===== src/rtl/snake_pkg.sv =====
// Shared snake-game definitions: status codes, grid and screen limits,
// and the apple_gen FSM encoding.
package snake_pkg;

  localparam logic [1:0] GS_RESTART = 2'b00;
  localparam logic [1:0] GS_PLAY    = 2'b10;

  localparam logic [5:0] X_MIN = 6'd1;
  localparam logic [5:0] X_MAX = 6'd38;
  localparam logic [5:0] Y_MIN = 6'd1;
  localparam logic [5:0] Y_MAX = 6'd28;

  localparam int CELL_SHIFT = 4;

  localparam logic [11:0] SCR_W = 12'd640;
  localparam logic [11:0] SCR_H = 12'd480;

  typedef enum logic [1:0] {
    ST_IDLE,
    ST_WAIT_EAT,
    ST_EAT,
    ST_PLACE
  } apple_st_e;

  function automatic logic cell_in_grid(
    input logic [5:0] x,
    input logic [5:0] y
  );
    return (x >= X_MIN) && (x <= X_MAX) &&
           (y >= Y_MIN) && (y <= Y_MAX);
  endfunction

endpackage


===== src/rtl/lfsr16.sv =====
// Free-running 16-bit Fibonacci LFSR, taps 16,14,13,11, seeded on reset.
// Ports: clk, rst (async active-low), q (current state, never zero).
module lfsr16 #(
  parameter logic [15:0] SEED = 16'hACE1
) (
  input  logic        clk,
  input  logic        rst,
  output logic [15:0] q
);

  logic        fb;
  logic [15:0] nxt;

  assign fb  = q[15] ^ q[13] ^ q[12] ^ q[10];
  assign nxt = {q[14:0], fb};

  // The all-zero state is a lock-up; fall back to the seed instead.
  always_ff @(posedge clk or negedge rst) begin
    if (!rst) begin
      q <= SEED;
    end else if (nxt == 16'd0) begin
      q <= SEED;
    end else begin
      q <= nxt;
    end
  end

endmodule


===== src/rtl/apple_gen.sv =====
// Apple source: eat detection, grow pulse, LFSR re-placement, score and
// per-pixel apple flag. Ports: clk, rst (async active-low), game_status,
// head_x/head_y, x_pos/y_pos in; add_cube, apple_x/apple_y, apple_pix,
// score out. Optional blinking of apple_pix under macro APPLE_BLINK_EN.
module apple_gen
  import snake_pkg::*;
#(
  parameter logic [15:0] LFSR_SEED = 16'hACE1,
  parameter logic [5:0]  INIT_X    = 6'd24,
  parameter logic [5:0]  INIT_Y    = 6'd10,
  parameter int          ADD_HOLD  = 4,
  parameter int          BLINK_DIV = 12_500_000
) (
  input  logic        clk,
  input  logic        rst,
  input  logic [1:0]  game_status,
  input  logic [5:0]  head_x,
  input  logic [5:0]  head_y,
  input  logic [11:0] x_pos,
  input  logic [11:0] y_pos,
  output logic        add_cube,
  output logic [5:0]  apple_x,
  output logic [5:0]  apple_y,
  output logic        apple_pix,
  output logic [7:0]  score
);

  localparam logic [7:0]  HOLD_INIT  = 8'(ADD_HOLD - 1);
  localparam logic [23:0] BLINK_LAST = 24'(BLINK_DIV - 1);

  apple_st_e   state, state_n;
  logic [7:0]  hold, hold_n;
  logic [7:0]  score_n;
  logic [5:0]  ax_n, ay_n;
  logic        add_n;
  logic [15:0] lfsr;
  logic [5:0]  cx, cy;
  logic        cand_ok, head_hit;
  logic        restart, play;
  logic        pix_base;
  logic        unused_bits;

  lfsr16 #(.SEED(LFSR_SEED)) u_lfsr (
    .clk (clk),
    .rst (rst),
    .q   (lfsr)
  );

  assign cx       = lfsr[5:0];
  assign cy       = lfsr[13:8];
  assign restart  = (game_status == GS_RESTART);
  assign play     = (game_status == GS_PLAY);
  assign head_hit = (head_x == apple_x) && (head_y == apple_y);
  // Rejecting the head cell prevents an immediate second eat.
  assign cand_ok  = cell_in_grid(cx, cy) &&
                    !((cx == head_x) && (cy == head_y));

  assign unused_bits = ^{lfsr[15:14], lfsr[7:6], BLINK_LAST};

  always_ff @(posedge clk or negedge rst) begin
    if (!rst) begin
      state    <= ST_IDLE;
      hold     <= 8'd0;
      add_cube <= 1'b0;
      apple_x  <= INIT_X;
      apple_y  <= INIT_Y;
      score    <= 8'd0;
    end else begin
      state    <= state_n;
      hold     <= hold_n;
      add_cube <= add_n;
      apple_x  <= ax_n;
      apple_y  <= ay_n;
      score    <= score_n;
    end
  end

  always_comb begin
    state_n = state;
    hold_n  = hold;
    add_n   = add_cube;
    ax_n    = apple_x;
    ay_n    = apple_y;
    score_n = score;
    if (restart) begin
      state_n = ST_IDLE;
      hold_n  = 8'd0;
      add_n   = 1'b0;
      ax_n    = INIT_X;
      ay_n    = INIT_Y;
      score_n = 8'd0;
    end else begin
      unique case (state)
        ST_IDLE: begin
          if (play) state_n = ST_WAIT_EAT;
        end
        ST_WAIT_EAT: begin
          if (play && head_hit) begin
            state_n = ST_EAT;
            add_n   = 1'b1;
            hold_n  = HOLD_INIT;
            if (score != 8'hFF) score_n = score + 8'd1;
          end
        end
        ST_EAT: begin
          if (hold == 8'd0) begin
            add_n   = 1'b0;
            state_n = ST_PLACE;
          end else begin
            hold_n = hold - 8'd1;
          end
        end
        ST_PLACE: begin
          if (cand_ok) begin
            ax_n    = cx;
            ay_n    = cy;
            state_n = ST_WAIT_EAT;
          end
        end
        default: state_n = ST_IDLE;
      endcase
    end
  end

  assign pix_base = (x_pos < SCR_W) && (y_pos < SCR_H) &&
                    (x_pos[CELL_SHIFT +: 6] == apple_x) &&
                    (y_pos[CELL_SHIFT +: 6] == apple_y) &&
                    (state != ST_PLACE) && (state != ST_EAT);

`ifdef APPLE_BLINK_EN
  logic [23:0] bcnt;
  logic        blink;

  always_ff @(posedge clk or negedge rst) begin
    if (!rst) begin
      bcnt  <= 24'd0;
      blink <= 1'b1;
    end else if (restart) begin
      bcnt  <= 24'd0;
      blink <= 1'b1;
    end else if (bcnt == BLINK_LAST) begin
      bcnt  <= 24'd0;
      blink <= ~blink;
    end else begin
      bcnt <= bcnt + 24'd1;
    end
  end

  assign apple_pix = pix_base & blink;
`else
  assign apple_pix = pix_base;
`endif

endmodule

===== config.mk =====
export PLATFORM = sky130hd
export DESIGN_NAME = apple_gen
export DESIGN_NICKNAME = d
export VERILOG_FILES = /design/src/rtl/snake_pkg.sv /design/src/rtl/lfsr16.sv /design/src/rtl/apple_gen.sv
export SDC_FILE = /design/constraint.sdc
export NUM_CORES = 1
export LEC_CHECK = 0
export ABC_AREA = 1
export CORE_ASPECT_RATIO = 1.25
export CORE_MARGIN = 3
export CORE_UTILIZATION = 40
export DETAILED_ROUTE_END_ITERATION = 16
export PLACE_DENSITY = 0.7
export SLEW_MARGIN = 5
export SYNTH_ARGS = -nofsm -noshare
export SYNTH_HDL_FRONTEND = slang
export SYNTH_SLANG_ARGS = --single-unit

===== constraint.sdc =====
create_clock -name clk -period 4.6 [get_ports clk]
set_clock_uncertainty 0.05 [all_clocks]
set_input_delay 0.92 -clock clk [delete_from_list [all_inputs] [get_ports clk]]
set_output_delay 0.92 -clock clk [all_outputs]
set_load 0.1 [all_outputs]

Word-level counts from Yosys, hierarchy flattened. Index checks and enable logic that the tools add are counted. Widths: inputs -> output; s select.

Flip-flop bits (word level): 47. Output and inout port bits: 22.

Muxes and demuxes: 25. Add/subtract/negate cells: 2. $lt $le $gt $ge: 6. Bitwise gates (word level): 3. Reductions and logical operators: 28. Eq/ne operators: 18.

Operator list (number): $mux 8 (7); $eq 6x6->1 (6); $mux 6 (6); $logic_not 16->1 (1); $mux 16 (1); $pmux 8 s2 (1); $ne 3x3->1 const B (5); $ge 6x1->1 const B (2); $logic_and 1x1->1 (12); $lt 12x10->1 const B (1); $lt 12x9->1 const B (1); $mux 2 (5); $reduce_bool 2->1 (5); $reduce_and 3->1 (3); $add 8x1->8 const B (1); $logic_not 8->1 (1); $ne 8x8->1 const B (1); $pmux 2 s4 (1); $sub 8x1->8 const B (1); $eq 2x2->1 const B (3); $le 6x5->1 const B (1); $le 6x6->1 const B (1); $logic_not 2->1 (2); $ne 2x2->1 const B (2); 8 further kinds (12).

Longest topological paths before layout.
Word-level depth: 8. Gate-level depth with buffers: 12. Gate-level depth less buffers: 12.

By module. A second synthesis with hierarchy kept.

Cell total of the unflattened synthesis: 452. Area, all modules: 3251.9 sq um.

By module, submodules not included: apple_gen (area an instance 2598.7 sq um, sequential area each 780.7 sq um, instances 1, cells an instance 383); lfsr16 (area an instance 653.1 sq um, sequential area each 410.4 sq um, instances 1, cells an instance 69).

Least setup slack after synthesis. Ideal clock, no wire load.

Path kind: register to output. From: register apple_y[0]. To: output apple_pix. Data required time: 3630 ps. Arrival: 2857 ps. Path slack: 773 ps. Cell stages (with the launch flop): 7. Cells stage by stage: dfrtp_1 inv_1 nand2_1 o21ai_0 nor4_1 nand3b_1 nor2_1.

Longest elaborated chain between the ends: 4.

RTL lines: start: declaration (RTL line apple_gen.sv:23) `output logic [5:0] apple_y,`; start signal: assignment (RTL line apple_gen.sv:73) `apple_y <= ay_n;`; $eq 6x6->1 (RTL line apple_gen.sv:127) `(y_pos[CELL_SHIFT +: 6] == apple_y) &&`; $logic_and 1x1->1 (RTL line apple_gen.sv:126) `(x_pos[CELL_SHIFT +: 6] == apple_x) &&`; $logic_and 1x1->1 (RTL line apple_gen.sv:127); $logic_and 1x1->1 (RTL line apple_gen.sv:128) `(state != ST_PLACE) && (state != ST_EAT);`; end: declaration (RTL line apple_gen.sv:24) `output logic apple_pix,`.

Every way passes these cells.

Worst setup path in the final report.
From: input y_pos[10]. To: output apple_pix.

Longest elaborated chain between the ends: 6.

RTL lines: start: declaration (RTL line apple_gen.sv:20) `input logic [11:0] y_pos,`; $lt 12x9->1 (RTL line apple_gen.sv:125) `assign pix_base = (x_pos < SCR_W) && (y_pos < SCR_H) &&`; $logic_and 1x1->1 (2 in a row) (RTL line apple_gen.sv:125); $logic_and 1x1->1 (RTL line apple_gen.sv:126); $logic_and 1x1->1 (RTL line apple_gen.sv:127); $logic_and 1x1->1 (RTL line apple_gen.sv:128).

Every way passes these cells.

==> impl_metrics.csv <==
group,metric,value,unit
finish,finish.instance_area,0.003760,mm2
global_route,overflow,0,
sta,finalSetupViolCount,0,
sta,min_period,3.547,ns
floorplan,core,0.007445,mm2
yosys,syn_nets,487,
drt,wl_per_cell,13.90,um
worst_setup_path,timing.rr.start,"u_lfsr.q[3]",
global_route,grt_pass1_vias,2892,
drt,vias_per_cell,5.149,
worst_setup_path,crit_path_start_kind,"input port",
yosys,postSynthCellCount,439,
drt,wl,8.050,mm
sta,slew_violations,0,
finish,nNetsFinal,534,
worst_setup_path,critPathKind,"input port to output port",
floorplan,chipWidth,84.84,um
placement,portBuffers,53,
worst_hold_path,hold_class,"register to register",
yosys,synthArstFlopShare,100.0,%
cts,cts_sinks,47,
floorplan,die_y,104.6,um
yosys,synth.avg_cell_area,7.080,um2
pwr,clockPowerShare,16.4,%
worst_setup_path,cpLargestDelayFamily,"simple AND/OR/NAND/NOR gates",
pwr,cellLeakagePower,1.821,nW
sta,finalHoldViolations,0,
yosys,synth_seq_cells,47,
finish,num_antenna_cells,0,
global_route,grt_max_degree,48,
finish,drive_gt1_share,8.419,%
yosys,yosysSeqAreaShare,38.33,%
worst_setup_path,path_max_fanout,1,
job,cap_violations,0,
sta,fmax,281.9,MHz
yosys,yosysTopAreaCell,"dfrtp_1",
finish,area_growth_syn_to_layout,20.97,%
yosys,synthTopCellsByCount,"137 x nand2_1, 48 x inv_1, 48 x nor2_1, 41 x nand3_1, 35 x dfrtp_1",
pwr,p_sw_share,45.27,%
pwr,p_comb_share,47.3,%
pwr,power.density,396.3,mW/mm2
cts,post-cts-setup-buffer-count,0,
floorplan,num_rows,35,
global_route,grt_pass1_wl,13.47,mm
yosys,dominantRegCellSynth,"dfrtp_1",
pwr,switchingPower,674.6,uW
sta,rsz0062_at_grt,"no",
finish,fillers,736,
yosys,ys_top_cells_by_area,"dfrtp_1 28%, nand2_1 17%, dfstp_2 10%, nand3_1 6.6%, inv_1 5.8%",
worst_setup_path,cpPeakStageDelay,0.53,ns
worst_setup_path,cp-end-kind,"output port",
placement,placed_cell_area,0.003680,mm2
drt,first_pass_iters,4,
floorplan,start_util,41.75,%
global_route,grt_usage,18.51,%
pwr,worst_ir_drop_vdd,0.2612,mV
worst_hold_path,hold_start,"u_lfsr.q[7]",
pwr,cell_internal_pwr,815.4,uW
sta,slew_headroom,30.56,%
sta,worst_pin_slew,1.042,ns
drt,via_count,2981,
worst_setup_path,worstPathArrival,2.58,ns
finish,final_core_util,50.50,%
cts,cts_buffers,5,
drt,post-route-drc-count,0,
cts,clk_latency,0.30,ns
global_route,antenna_found_initial,0,
cts,htreeDepth,2,
cts,cts_tree,"built",
yosys,synth-edff-count,0,
cts,cts_resized,0,
run_status,status,"completed",
placement,place_congestion,0.8600,
cts,root_buffer,"clkbuf_8",
cts,clockBufferDepth,2,
worst_setup_path,cp-startpoint,"y_pos[10]",
pwr,pwr-share-seq,36.3,%
yosys,yosysWarnings,0,
floorplan,die_area,0.008870,mm2
sta,fin_crit_sh,77.11,%
worst_setup_path,cp_cell_sequence,"clkdlybuf4s50_1 -> nor4_1 -> nand4_1 -> nand3b_1 -> nor2_1 -> buf_4",
yosys,yosysMostFrequentCell,"nand2_1",
worst_setup_path,worstPathRequired,3.63,ns
cts,clk_pin_slew,0.08,ns
placement,dp_hpwl,6.274,mm
worst_setup_path,timing.critical_path.buf_inv,2,
drt,antenna_left,0,
worst_setup_path,critPathSlowestCell,"nor4_1",
cts,holdBufCountCts,0,
floorplan,io_pins,62,
drt,drt_iter0_markers,129,
sta,setup-tns-final,0,ns
yosys,synth_top_area_share,28.18,%
yosys,mappedNetlistArea,0.003108,mm2
yosys,ys_types,38,
## state kept, by name, summed over array words and instances (netlist names)
name and cells:
u_lfsr.q 16, state 2, score 8, add_cube 1
apple_x 6, apple_y 6, hold 8
## layer usage
metal,global-route usage [%],up-vias,wire length [um]
li1,-,1499,-
met1,22.78,1382,3322
met2,33.03,87,4206
met3,3.076,13,372
met4,5.090,0,149
met5,0,-,0
## cells by family (layout without fill, tap and decap cells)
family | Yosys count | count (layout) | synth area share [%]
and+or+nand+nor | 268 | 268 | 38.57
DFF | 47 | 47 | 38.33
adders and majority gates | 8 | 8 | 3.221
AOI/OAI and AO/OA | 32 | 32 | 6.281
xor gates and xnor gates | 18 | 18 | 5.072
buffers and inverters | 66 | 114 | 8.534
## power by group through the flow
stage                     Sequential, mW  Clock (mW)  Combinational, mW
after global placement             0.546           0              0.692
after CTS                          0.541       0.254              0.710
after detailed placement           0.549           0              0.708
final                              0.540       0.245              0.705
after floorplan                    0.696           0              0.377
after global routing               0.551       0.273              0.780
## area by class of cell
type / count / area [um2] / area share, %
tap: 92 / 115.1 / 3.062
multi-input combinational: 326 / 1652 / 43.93
sequential: 47 / 1191 / 31.68
clock buffer: 8 / 80.08 / 2.130
inverter: 53 / 198.9 / 5.291
timing repair buffer: 53 / 523.0 / 13.91
## cell usage in the layout (no fill, tap or decap), types with 5 or more instances in the layout
master	instances
xor2_1	7
a21oi_1	6
dfstp_2	12
nand4_1	9
nand3_1	41
clkdlybuf4s50_1	51
dfrtp_1	35
nand2_1	137
nand2_2	5
xnor2_1	11
ha_1	8
inv_2	5
o21ai_1	6
nor3_1	5
inv_1	48
nor2_1	48
clkbuf_8	5
nor4_1	6
o21ai_0	9
## stage by stage
step                      setup WS, ns  instances  power [mW]  hold WS [ns]
after detailed placement        0.9708        571       1.256        0.3443
after floorplan                 0.7726        439       1.073        0.3829
after global placement          0.9573        571       1.238        0.3439
after CTS                       0.9581        579       1.504        0.3558
after global routing            0.8751        579       1.604        0.3650
final                            1.053        579       1.490        0.3544
## worst paths after layout
kind | end | slack (ns) | cells past startpoint
setup / recovery | apple_pix | 1.05 | 6
hold / removal | u_lfsr.q[8] | 0.35 | 0
setup reg to reg | apple_y[0] | 2.61 | 9
hold reg to reg | u_lfsr.q[8] | 0.35 | 0
max in group asynchronous | apple_x[1] | 3.11 | 1
min in group asynchronous | hold[2] | 0.75 | 1
Power figures use the tool's default switching activity.
